[config.mk]
export PLATFORM = sky130hd
export DESIGN_NAME = datapath_control_fsm
export DESIGN_NICKNAME = d
export VERILOG_FILES = /design/src/rtl/datapath_control_fsm.sv
export SDC_FILE = /design/constraint.sdc
export NUM_CORES = 1
export LEC_CHECK = 0
export CORE_ASPECT_RATIO = 1.1
export CORE_MARGIN = 2
export CORE_UTILIZATION = 30
export CTS_BUF_LIST = sky130_fd_sc_hd__clkbuf_4 sky130_fd_sc_hd__clkbuf_8
export DETAILED_ROUTE_END_ITERATION = 16
export GPL_TIMING_DRIVEN = 0
export MAX_ROUTING_LAYER = met4
export SLEW_MARGIN = 20
export SYNTH_ARGS = -nofsm -noshare
export SYNTH_HDL_FRONTEND = slang
export SYNTH_SLANG_ARGS = --single-unit
[constraint.sdc]
create_clock -name clk -period 3.4 [get_ports clk]
set_input_delay 0.34 -clock clk [delete_from_list [all_inputs] [get_ports clk]]
set_output_delay 0.34 -clock clk [all_outputs]
set_load 0.03 [all_outputs]
[src/rtl/datapath_control_fsm.sv]
// datapath_control_fsm: multi-cycle fetch/decode/execute controller that sits
// in front of the ALU fragment. It sequences FETCH -> DECODE -> EXEC -> {MEM}
// -> {WB} -> FETCH, drives the fragment selects and write strobes, and owns
// the memory read/write handshake including a per-access timeout.
// Optional feature: define CTRL_INTERRUPT_EN to add the one-cycle IRQ entry
// state. Without it, irq is ignored and r_backup/return_address_write stay 0.
module datapath_control_fsm #(
  parameter int unsigned MEM_TIMEOUT = 15,
  parameter logic [15:0] IRQ_VECTOR  = 16'h0010
) (
  input  logic        clk,
  input  logic        reset_n,
  input  logic [15:0] instr_in,
  input  logic        mem_ready,
  input  logic        zero_indicator,
  input  logic        should_skip,
  input  logic        irq,
  output logic        mem_read,
  output logic        mem_write,
  output logic        ir_write,
  output logic        pc_write,
  output logic [1:0]  pc_inc,
  output logic [2:0]  ALU_src_A,
  output logic [3:0]  ALU_src_B,
  output logic [3:0]  ALU_op,
  output logic        mem_shift,
  output logic [11:0] sign_12_to_16,
  output logic [11:0] zero_12_to_16,
  output logic        r_write,
  output logic        compare_write,
  output logic        return_address_write,
  output logic        r_backup,
  output logic        bus_error,
  output logic        illegal_op
);

  typedef enum logic [2:0] {
    S_FETCH, S_DECODE, S_EXEC, S_MEM, S_WB, S_IRQ
  } state_t;

  localparam logic [3:0] OP_ADDI  = 4'h0;
  localparam logic [3:0] OP_JUMPI = 4'h1;
  localparam logic [3:0] OP_LOAD  = 4'h2;
  localparam logic [3:0] OP_STORE = 4'h3;
  localparam logic [3:0] OP_CMP   = 4'h4;
  localparam logic [3:0] OP_SKIP  = 4'h5;

  localparam logic [7:0] TimeoutCnt = 8'(MEM_TIMEOUT);

  state_t      state_q, state_d, done_state;
  logic [15:0] ir_q;
  logic [7:0]  cnt_q, cnt_d;
  // run_q is low for exactly one cycle after reset release or a timeout, so
  // the strobes are visibly low before a fresh access starts.
  logic        run_q, run_d;
  logic [3:0]  opcode;
  logic [2:0]  sel_a;
  logic [3:0]  sel_b, sel_op;

  // The vector itself is muxed inside the fragment (A select 7); the
  // controller only needs to pick that select.
  logic unused_sinks;
`ifdef CTRL_INTERRUPT_EN
  logic mask_q, mask_d;
  assign unused_sinks = ^{zero_indicator, IRQ_VECTOR};
`else
  assign unused_sinks = ^{zero_indicator, IRQ_VECTOR, irq};
`endif

  assign opcode        = ir_q[15:12];
  assign sign_12_to_16 = ir_q[11:0];
  assign zero_12_to_16 = ir_q[11:0];

  // State, instruction register and access-timeout registers
  always_ff @(posedge clk or negedge reset_n) begin
    if (!reset_n) begin
      state_q <= S_FETCH;
      ir_q    <= '0;
      cnt_q   <= '0;
      run_q   <= 1'b0;
    end else begin
      state_q <= state_d;
      cnt_q   <= cnt_d;
      run_q   <= run_d;
      if (ir_write) ir_q <= instr_in;
    end
  end

`ifdef CTRL_INTERRUPT_EN
  // Interrupt mask: set on IRQ entry, cleared by the next completed fetch
  always_ff @(posedge clk or negedge reset_n) begin
    if (!reset_n) mask_q <= 1'b0;
    else          mask_q <= mask_d;
  end
`endif

  // Per-opcode ALU selects; held through EXEC, MEM and WB so address and
  // write-back result stay stable
  always_comb begin
    sel_a  = 3'd0;
    sel_b  = 4'd0;
    sel_op = 4'd0;
    case (opcode)
      OP_ADDI:           sel_b = 4'd5;
      OP_JUMPI: begin
        sel_a = 3'd4;
        sel_b = 4'd5;
      end
      OP_LOAD, OP_STORE: sel_b = 4'd4;
      OP_CMP: begin
        sel_b  = 4'd5;
        sel_op = 4'd1;
      end
      default: ;
    endcase
  end

  // Next-state and output decode
  always_comb begin
    state_d              = state_q;
    cnt_d                = '0;
    run_d                = 1'b1;
    mem_read             = 1'b0;
    mem_write            = 1'b0;
    ir_write             = 1'b0;
    pc_write             = 1'b0;
    pc_inc               = 2'd0;
    ALU_src_A            = 3'd0;
    ALU_src_B            = 4'd0;
    ALU_op               = 4'd0;
    mem_shift            = 1'b0;
    r_write              = 1'b0;
    compare_write        = 1'b0;
    return_address_write = 1'b0;
    r_backup             = 1'b0;
    bus_error            = 1'b0;
    illegal_op           = 1'b0;
`ifdef CTRL_INTERRUPT_EN
    mask_d     = mask_q;
    done_state = (irq && !mask_q) ? S_IRQ : S_FETCH;
`else
    done_state = S_FETCH;
`endif
    case (state_q)
      S_FETCH: begin
        if (run_q) begin
          mem_read = 1'b1;
          // A ready in the timeout cycle still completes the fetch.
          if (mem_ready) begin
            ir_write = 1'b1;
            pc_inc   = 2'd1;
            state_d  = S_DECODE;
`ifdef CTRL_INTERRUPT_EN
            mask_d   = 1'b0;
`endif
          end else if (cnt_q == TimeoutCnt) begin
            bus_error = 1'b1;
            run_d     = 1'b0;
          end else begin
            cnt_d = cnt_q + 8'd1;
          end
        end
      end
      S_DECODE: state_d = S_EXEC;
      S_EXEC: begin
        ALU_src_A = sel_a;
        ALU_src_B = sel_b;
        ALU_op    = sel_op;
        state_d   = done_state;
        case (opcode)
          OP_ADDI:           state_d = S_WB;
          OP_JUMPI: begin
            mem_shift = 1'b1;
            pc_write  = 1'b1;
          end
          OP_LOAD, OP_STORE: state_d = S_MEM;
          OP_CMP:            compare_write = 1'b1;
          OP_SKIP:           pc_inc = should_skip ? 2'd2 : 2'd0;
          default:           illegal_op = 1'b1;
        endcase
      end
      S_MEM: begin
        ALU_src_A = sel_a;
        ALU_src_B = sel_b;
        ALU_op    = sel_op;
        if (opcode == OP_STORE) mem_write = 1'b1;
        else                    mem_read  = 1'b1;
        if (mem_ready) begin
          state_d = (opcode == OP_LOAD) ? S_WB : done_state;
        end else if (cnt_q == TimeoutCnt) begin
          bus_error = 1'b1;
          run_d     = 1'b0;
          state_d   = S_FETCH;
        end else begin
          cnt_d = cnt_q + 8'd1;
        end
      end
      S_WB: begin
        ALU_src_A = sel_a;
        ALU_src_B = sel_b;
        ALU_op    = sel_op;
        r_write   = 1'b1;
        state_d   = done_state;
      end
`ifdef CTRL_INTERRUPT_EN
      S_IRQ: begin
        return_address_write = 1'b1;
        r_backup             = 1'b1;
        pc_write             = 1'b1;
        ALU_src_A            = 3'd7;
        mask_d               = 1'b1;
        state_d              = S_FETCH;
      end
`endif
      default: state_d = S_FETCH;
    endcase
  end

endmodule
==> flow_summary.json <==
{
  "crit_path_end_kind": "primary output",
  "placed_cell_area_um2": 2370,
  "cp_max_fo": 9,
  "die_y_um": 82.2,
  "die-width_um": 75.1,
  "rr_worst_depth": 4,
  "antenna_left": 0,
  "cp_data_required_time_ns": 3.06,
  "ir_worst_vdd_mv": 0.436,
  "avgRoutedWirePerCell_um": 10.8,
  "cts_post_setup_buffers_inserted": 0,
  "max_freq_mhz": 352,
  "grt_max_degree": 29,
  "path_clk_slew_ns": 0.09,
  "netlist_instances": 156,
  "antenna_found_initial": 0,
  "hold_buffers": 0,
  "track_usage_pct": 11.3,
  "slew_viol_final": 0,
  "cp-start-kind": "flip-flop",
  "synthMuxAreaShare_pct": 12.8,
  "clock-sinks": 28,
  "min_period_ns": 2.84,
  "design_area_um2": 2440,
  "place_congestion": 0.757,
  "ctsResizeCount": 0,
  "rsz0062_at_grt": "no",
  "tns_ns": 0,
  "ios": 70,
  "nets": 250,
  "hold_violations": 0,
  "avgSynthCellArea_um2": 10.7,
  "portBuffers": 58,
  "power.density_nw_per_um2": 934,
  "tritoncts": "done",
  "worstReg2RegStart": "state_q[1]",
  "firstDrtPassIters": 4,
  "rows": 28,
  "drv_cap": 0,
  "max-clock-path-buffers": 2,
  "synthAdderAreaFrac_pct": 0.750,
  "synth_area_leaders": "dfrtp_1 42%, buf_4 16%, mux2_4 8.1%",
  "synth_top_area_share_pct": 42.0,
  "hold_class": "in2async",
  "drc": 0,
  "wirelength_um": 3240,
  "ys_types": 39,
  "synth_compound_area_share_pct": 6.98,
  "synth_seq_area_share_pct": 42.0,
  "clkLatencyLatePin_ns": 0.27,
  "critical_path_class": "reg2out",
  "timing.final.crit_share_pct": 83.7,
  "ys_warn_count": 0,
  "r2r-end": "ir_q[10]",
  "synthFlopType": "dfrtp_1",
  "synthSimpleGateAreaFrac_pct": 17.5,
  "synth_top_cell_by_area": "dfrtp_1",
  "drtIter0Drc": 51,
  "syn2layout_area_growth_pct": 46.2,
  "root_buffer": "clkbuf_8",
  "dp_slack_ns": 0.584,
  "coreArea_um2": 5360,
  "n_antenna_cell": 0,
  "grt_overflow": 0,
  "vias": 1294,
  "grt_pass1_wl_um": 5170,
  "initial_core_util_pct": 31.1,
  "cts_buffers": 3,
  "async_flop_share_pct": 100,
  "die-area_um2": 6170,
  "htreeDepth": 1,
  "status": "completed",
  "grt_pass1_vias": 1115,
  "place_hpwl_um": 2540,
  "setup_ws_ns": 0.555,
  "r2r_slack_ns": 1.68,
  "synth-seq-cells": 28,
  "tightest_slew_ns": 0.632,
  "synth-edff-count": 0,
  "drive_above_1_share_pct": 28.8,
  "routed_via_density": 4.30,
  "syn_area_um2": 1670,
  "skew_ns": 0.00538,
  "maxSlewHeadroom_pct": 57.9,
  "arrival_ns": 2.50,
  "synth_top_family_by_area": "buffers and inverters",
  "leakage_nw": 1.05,
  "synthXorXnorAreaFrac_pct": 1.05,
  "setup_viol": 0
}
-- cells in the mapped netlist, types with 2 or more instances --
cell	instances
a21oi_1	8
buf_4	36
buf_6	2
clkbuf_1	2
dfrtp_1	28
inv_1	3
mux2_2	7
mux2_4	9
nand2_1	4
nand3_1	3
nor2_1	9
nor2b_1	2
nor3_1	3
nor3b_1	4
nor4_1	2
nor4b_1	2
o21ai_0	6
or3_1	5
-- cells in the final DEF (no fill, tap or decap), drive strengths merged, types with 2 or more instances in the layout --
cell,instances
conb,9
nor2b,2
nor3,3
nor4,3
a21oi,8
nand3,3
nor2,9
inv,3
buf,39
nor3b,5
dfrtp,28
nor4b,2
nand2,4
or3,5
and2,2
clkdlybuf4s50,57
o21ai,8
mux2,16
clkbuf,5
-- area by class of cell --
class / count / area [µm²]
multi-input cells: 93 / 686
inverters: 3 / 11.3
flip-flops and latches: 28 / 701
well taps: 75 / 93.8
plain buffers: 40 / 300
clock inverters: 1 / 30.0
repair buffers: 58 / 576
fillers: 525 / 2920
clock buffers: 3 / 41.3
-- worst max-delay path, stage by stage, from the launching register on --
cell and delay, ns:
dfrtp_1 0.35, buf_6 0.13, inv_1 0.08, or3_1 0.40, nor4b_1 0.44, buf_4 0.18, clkdlybuf4s50_1 0.65
-- sequential cells by signal, indices dropped and copies added, names as in the netlist --
register,count
cnt_q,8
ir_q,16
state_q,3
run_q,1
-- metrics by stage --
step	std cells	total power, mW	hold WS (ns)	utilization [%]
CTS	301	2.31	0.101	45.5
detailed placement	297	2.04	0.410	44.2
finish	301	2.28	0.0782	45.5
global route	301	2.42	0.120	45.5
global placement	297	2.03	0.449	44.3
floorplan	164	1.57	0.0444	-
-- where the power goes --
group | total, mW | switching [mW] | internal, mW
sequential | 0.555 | 0.102 | 0.453
combinational | 1.46 | 0.713 | 0.750
clock | 0.261 | 0.103 | 0.158
-- metal layers --
layer	vias up	wire (µm)	GRT usage [%]
li1	642	-	-
met3	4	177	2.06
met5	-	0	-
met2	35	1570	17.5
met4	0	41	4.29
met1	613	1460	14.6
-- how the worst max path moves through the flow --
stage,startpoint,end,slack (ns),cells past startpoint
global route,ir_q[14],pc_write,0.41,5
finish,state_q[1],pc_write,0.56,6
floorplan,state_q[0],ALU_op[0],0.64,4
CTS,state_q[1],pc_write,0.56,6
detailed placement,mem_ready,ir_write,0.58,5
global placement,mem_ready,ir_write,0.57,5
-- cell families (layout without fill, tap and decap cells) --
logic type                 count (synthesis)  after routing
and+or+nand+nor                           45             45
buffers and inverters                     43            105
DFF                                       28             28
AOI/OAI and AO/OA                         20             20
muxes                                     16             16
xor gates and xnor gates                   2              2
adders and majority gates                  1              1
other                                      1              9
(Power assumes the default switching activity.)
